### src/rtl/regfile.sv
// 32 x WIDTH register file: two combinational read ports, one write port and a
// priority status port into STATUS_REG; register 0 is constant zero.
module regfile #(
  parameter int WIDTH      = 32,
  parameter int REGS       = 32,
  parameter int STATUS_REG = 30,
  parameter bit BYPASS     = 1'b1,
  localparam int IDX_W     = $clog2(REGS)
) (
  input  logic             clock,
  input  logic             ctrl_reset,
  input  logic             ctrl_writeEnable,
  input  logic [IDX_W-1:0] ctrl_writeReg,
  input  logic [WIDTH-1:0] data_writeReg,
  input  logic             ctrl_statusWrite,
  input  logic [WIDTH-1:0] data_status,
  input  logic [IDX_W-1:0] ctrl_readRegA,
  input  logic [IDX_W-1:0] ctrl_readRegB,
  output logic [WIDTH-1:0] data_readRegA,
  output logic [WIDTH-1:0] data_readRegB
);

  logic             wr_en;
  logic [IDX_W-1:0] wr_idx;
  logic [WIDTH-1:0] wr_data;
  logic [WIDTH-1:0] rd_view [REGS];
  logic             hit_a;
  logic             hit_b;

  // An overflowing result must never commit, so the status write replaces
  // the normal write outright rather than merely winning on a shared index.
  always_comb begin
    wr_en   = 1'b0;
    wr_idx  = '0;
    wr_data = '0;
    if (ctrl_statusWrite) begin
      wr_en   = 1'b1;
      wr_idx  = IDX_W'(STATUS_REG);
      wr_data = data_status;
    end else if (ctrl_writeEnable && (ctrl_writeReg != '0)) begin
      wr_en   = 1'b1;
      wr_idx  = ctrl_writeReg;
      wr_data = data_writeReg;
    end
  end

  assign rd_view[0] = '0;

  for (genvar gi = 1; gi < REGS; gi++) begin : g_reg
    logic [WIDTH-1:0] reg_q;

    always_ff @(posedge clock) begin
      if (ctrl_reset) begin
        reg_q <= '0;
      end else if (wr_en && (wr_idx == IDX_W'(gi))) begin
        reg_q <= wr_data;
      end
    end

    assign rd_view[gi] = reg_q;
  end

  // wr_en already excludes index 0, so a hit implies a nonzero read index.
  assign hit_a = BYPASS && !ctrl_reset && wr_en && (ctrl_readRegA == wr_idx);
  assign hit_b = BYPASS && !ctrl_reset && wr_en && (ctrl_readRegB == wr_idx);

  assign data_readRegA = hit_a ? wr_data : rd_view[ctrl_readRegA];
  assign data_readRegB = hit_b ? wr_data : rd_view[ctrl_readRegB];

endmodule
### config.mk
export PLATFORM = sky130hd
export DESIGN_NAME = regfile
export DESIGN_NICKNAME = d
export VERILOG_FILES = /design/src/rtl/regfile.sv
export SDC_FILE = /design/constraint.sdc
export NUM_CORES = 2
export LEC_CHECK = 0
export BUFFER_PORTS_ARGS = -buffer_cell sky130_fd_sc_hd__buf_2
export CAP_MARGIN = 20
export CELL_PAD_IN_SITES_DETAIL_PLACEMENT = 0
export CELL_PAD_IN_SITES_GLOBAL_PLACEMENT = 1
export CORE_ASPECT_RATIO = 0.75
export CORE_MARGIN = 2
export CORE_UTILIZATION = 35
export CTS_CLUSTER_DIAMETER = 50
export DETAILED_ROUTE_END_ITERATION = 8
export GPL_TIMING_DRIVEN = 1
export PLACE_DENSITY = 0.68
export SYNTH_ARGS = -nofsm -noshare
export SYNTH_HDL_FRONTEND = slang
export SYNTH_SLANG_ARGS = --single-unit
### constraint.sdc
create_clock -name clock -period 6.35 [get_ports clock]
set_clock_uncertainty 0.2 [all_clocks]
set_input_delay 0.635 -clock clock [delete_from_list [all_inputs] [get_ports clock]]
set_output_delay 0.635 -clock clock [all_outputs]
set_load 0.005 [all_outputs]
==> reports/qor.csv <==
stage;metric;value;unit
outcome;result of the run;complete, no violations;
layout;Regs by FF count;g.reg_q: 992 flops;
layout;synthesis-to-layout area growth;10.96;%
placement;Routability Congestion;0.7983;
global_routing;GRT overflow;0;
timing;ratio of final minimum period to clock period;73.37;%
clock_network;quantity of hold-fixing buffers added after cts;0;
setup_path;critical path, cell by cell;buf_6 -> nor2b_4 -> buf_4 -> a221oi_1 -> a221oi_1 -> nor2_1 -> mux2i_1 -> buf_2;
setup_path;CP dominant cell by count;sky130_fd_sc_hd__a221oi_1;
placement;dpl ws;1715;ps
synthesis;most used flip-flop cell after synthesis;sky130_fd_sc_hd__dfxtp_1;
timing;number of failing setup endpoints in the final timing report;0;
clock_network;clock latency reported for the late side of the worst-skew pair;710;ps
setup_path;cell type of the slowest stage on the worst timing path;sky130_fd_sc_hd__nor2b_4;
timing;Slew @ Worst Pin;1170;ps
synthesis;mean instance size in the synthesized netlist;10.30;µm²
setup_path;longest individual stage delay on the worst path;1080;ps
clock_network;clock transition at the registers of the reported paths;60;ps
timing;setup TNS;0;ps
setup_path;crit path launch type;primary input;
setup_path;count of cells along the worst register-to-register path;2;
layout;Largest register FFs;992;
synthesis;Async S/R FF share, synth;0;%
layout;ANT cells;0;
synthesis;post-synthesis sequential area ratio;39.78;%
hold_path;Tightest Hold Check Type;primary input to register;
setup_path;first element of the critical path;ctrl_readRegA[2];
setup_path;data required time of the critical path;5510;ps
synthesis;number of enable-type register cells in the synthesized netlist;0;
placement;HPWL after detailed placement;100600;µm
route;DRT Pass-1 Iters;8;
route;total via count after detailed routing;39758;
floorplan;area inside the core boundary;141000;µm²
floorplan;I/O Pins;147;
layout;Core Util, Final;39.29;%
floorplan;die boundary width;440.1;µm
floorplan;starting density of the core;35.41;%
power_and_ir_drop;maximum vdd ir drop;0.2143;mV
clock_network;Clock Path Buffers;3;
clock_network;maximum level of the CTS H-tree;3;
timing;worst hold slack;299.3;ps
clock_network;CTS resizes;0;
power_and_ir_drop;leakage power total;17.43;nW
timing;final hold violations;0;
layout;register with the most flip-flops;g.reg_q;
power_and_ir_drop;Overall Power;14.36;mW
route;DR iter-0 viols;3959;
global_routing;number of global-route vias before repair;38227;
timing;RSZ-0062 raised after global routing;false;
route;Post-Route WL;176200;µm
clock_network;count of buffers added by post-CTS timing repair for setup;0;
run;MaxCap Viol Count;0;
floorplan;Die ar.;145700;µm²
global_routing;antenna violations before repair;4;
setup_path;critical register-to-register path startpoint;g_reg[23].reg_q[25];
synthesis;post-synthesis net count;4930;
clock_network;Num CTS Buffers;105;
timing;final worst slack;1691;ps
route;count of antenna-violating nets left after detailed routing;0;
timing;final number of max-transition violations;0;
synthesis;number of instances in the synthesized netlist;4847;
setup_path;critical path endpoint;data_readRegA[25];
setup_path;endpoint kind of the worst setup timing path;primary output;
timing;maximum frequency from static timing analysis;0.2146;GHz
global_routing;first-pass GRT wire length;261500;µm
timing;Relative slew margins;21.84;%
synthesis;warnings from Yosys;0;
setup_path;Worst Path Arrival;3820;ps
setup_path;worst setup path category;primary input to primary output;
placement;input/output buffers;146;
setup_path;Worst R2R End;g_reg[23].reg_q[25];
layout;fraction of layout instances using a drive strength above 1;22.03;%
setup_path;maximum fanout along the worst path;45;
synthesis;count of distinct cell types in the synthesized netlist;50;
clock_network;clock root cell;sky130_fd_sc_hd__clkbuf_16;
global_routing;gr usage total;23.87;%
setup_path;reg2reg setup slack;5370;ps
clock_network;TritonCTS clock tree;built;
floorplan;Vert. Die Dim;331.1;µm
route;Remaining DRCs;0;
global_routing;pin count of the biggest net entering global routing;187;
route;routed len/inst;26.83;µm
floorplan;number of rows created at floorplan;119;
clock_network;number of sinks driven by the clock tree;992;
synthesis;synthesized flop and latch total;992;
synthesis;post-synthesis cell area;49920;µm²
timing;clock period minus final worst setup slack;4659;ps
power_and_ir_drop;PwrDens;259.2;nW/µm²
layout;number of nets in the layout;4692;
route;Vias/cell;6.052;
## metal layers
layer	up-vias	global-route usage [%]	routed length (µm)
met1	19764	34.50	79540
met3	288	4.094	13400
met2	1669	36.41	78030
met4	7	6.998	5089
li1	18030	-	-
met5	-	0.7097	170
## critical path: cells and delay by family
kind                   cells  cell delay (ps)
and+or+nand+nor            2             1220
buffers and inverters      3             1180
AOI/OAI and AO/OA          2              440
muxes                      1              230
## cells by family (layout without fill, tap and decap cells)
logic type / count (synthesis) / in the layout / share of synthesized area (%)
buffers and inverters: 618 / 465 / 5.393
AND/OR/NAND/NOR: 1289 / 1289 / 10.33
AO/OA/AOI/OAI: 1305 / 1305 / 20.25
multiplexers: 640 / 640 / 24.20
flip-flops: 992 / 992 / 39.78
XOR/XNOR: 3 / 3 / 0.05264
## cells in the mapped netlist (4+ instances only)
cell                       instances  area, µm²
sky130_fd_sc_hd__nor2_1         1068       4009
sky130_fd_sc_hd__a211oi_1        993       7455
sky130_fd_sc_hd__dfxtp_1         992      19860
sky130_fd_sc_hd__mux4_2          447      10070
sky130_fd_sc_hd__clkbuf_1        359       1348
sky130_fd_sc_hd__buf_2           226       1131
sky130_fd_sc_hd__nand2_1         132      495.5
sky130_fd_sc_hd__a22oi_1         130      975.9
sky130_fd_sc_hd__mux2i_1         128       1281
sky130_fd_sc_hd__a221oi_1        124       1086
sky130_fd_sc_hd__mux2_2           65      732.0
sky130_fd_sc_hd__nor2b_1          37      231.5
sky130_fd_sc_hd__a22oi_2          30      375.4
sky130_fd_sc_hd__nor2_2           15      93.84
sky130_fd_sc_hd__buf_1            14      52.55
sky130_fd_sc_hd__and3b_1           8      70.07
sky130_fd_sc_hd__inv_1             8      30.03
sky130_fd_sc_hd__a31oi_1           5      31.28
sky130_fd_sc_hd__buf_4             5      37.54
sky130_fd_sc_hd__nor3b_1           5      37.54
sky130_fd_sc_hd__nand3_1           4      20.02
sky130_fd_sc_hd__nor2_4            4      45.04
## per-stage QoR
stage | cells | area, µm²
floorplan | 4847 | 49920
global placement | 6375 | 51640
detailed placement | 6377 | 51680
CTS | 6569 | 55400
global route | 6569 | 55400
finish | 6569 | 55400
## area by class of cell
cell class | count | area [µm²]
Fill cell | 13716 | 85600
Inverter | 8 | 30.03
Tap cell | 1875 | 2346
Timing Repair Buffer | 265 | 1864
Clock buffer | 144 | 2995
Sequential cell | 992 | 19860
Clock inverter | 48 | 716.9
Multi-Input combinational cell | 3237 | 27590
## power breakdown
group | total (mW) | internal, mW | switching [mW] | leakage (nW)
clock | 6.71 | 3.90 | 2.81 | 1.81
sequential | 6.35 | 6.30 | 0.0538 | 8.01
combinational | 1.30 | 0.418 | 0.878 | 7.61
total | 14.4 | 10.6 | 3.74 | 17.4
## placed cells by master, fill, tap and decap left out, drive strengths merged, types with 6 or more instances in the layout
| cell type | n |
|---|---|
| a221oi | 124 |
| inv | 19 |
| bufinv | 14 |
| buf | 265 |
| a31oi | 6 |
| a211oi | 993 |
| mux2i | 128 |
| nor2b | 37 |
| mux4 | 447 |
| nand2 | 132 |
| clkbuf | 144 |
| a22oi | 160 |
| nor2 | 1087 |
| and3b | 8 |
| nor3b | 6 |
| clkinv | 18 |
| dfxtp | 992 |
| mux2 | 65 |
## worst min path at each step
stage	start	endpoint	depth (start not counted)
finish	ctrl_reset	g_reg[12].reg_q[2]	2
detailed placement	g_reg[18].reg_q[19]	g_reg[18].reg_q[19]	2
floorplan	g_reg[3].reg_q[30]	g_reg[3].reg_q[30]	2
CTS	g_reg[7].reg_q[9]	g_reg[7].reg_q[9]	2
global route	g_reg[18].reg_q[3]	g_reg[18].reg_q[3]	2
global placement	g_reg[10].reg_q[27]	g_reg[10].reg_q[27]	2
Note: power is estimated with default switching activity, not from simulation.
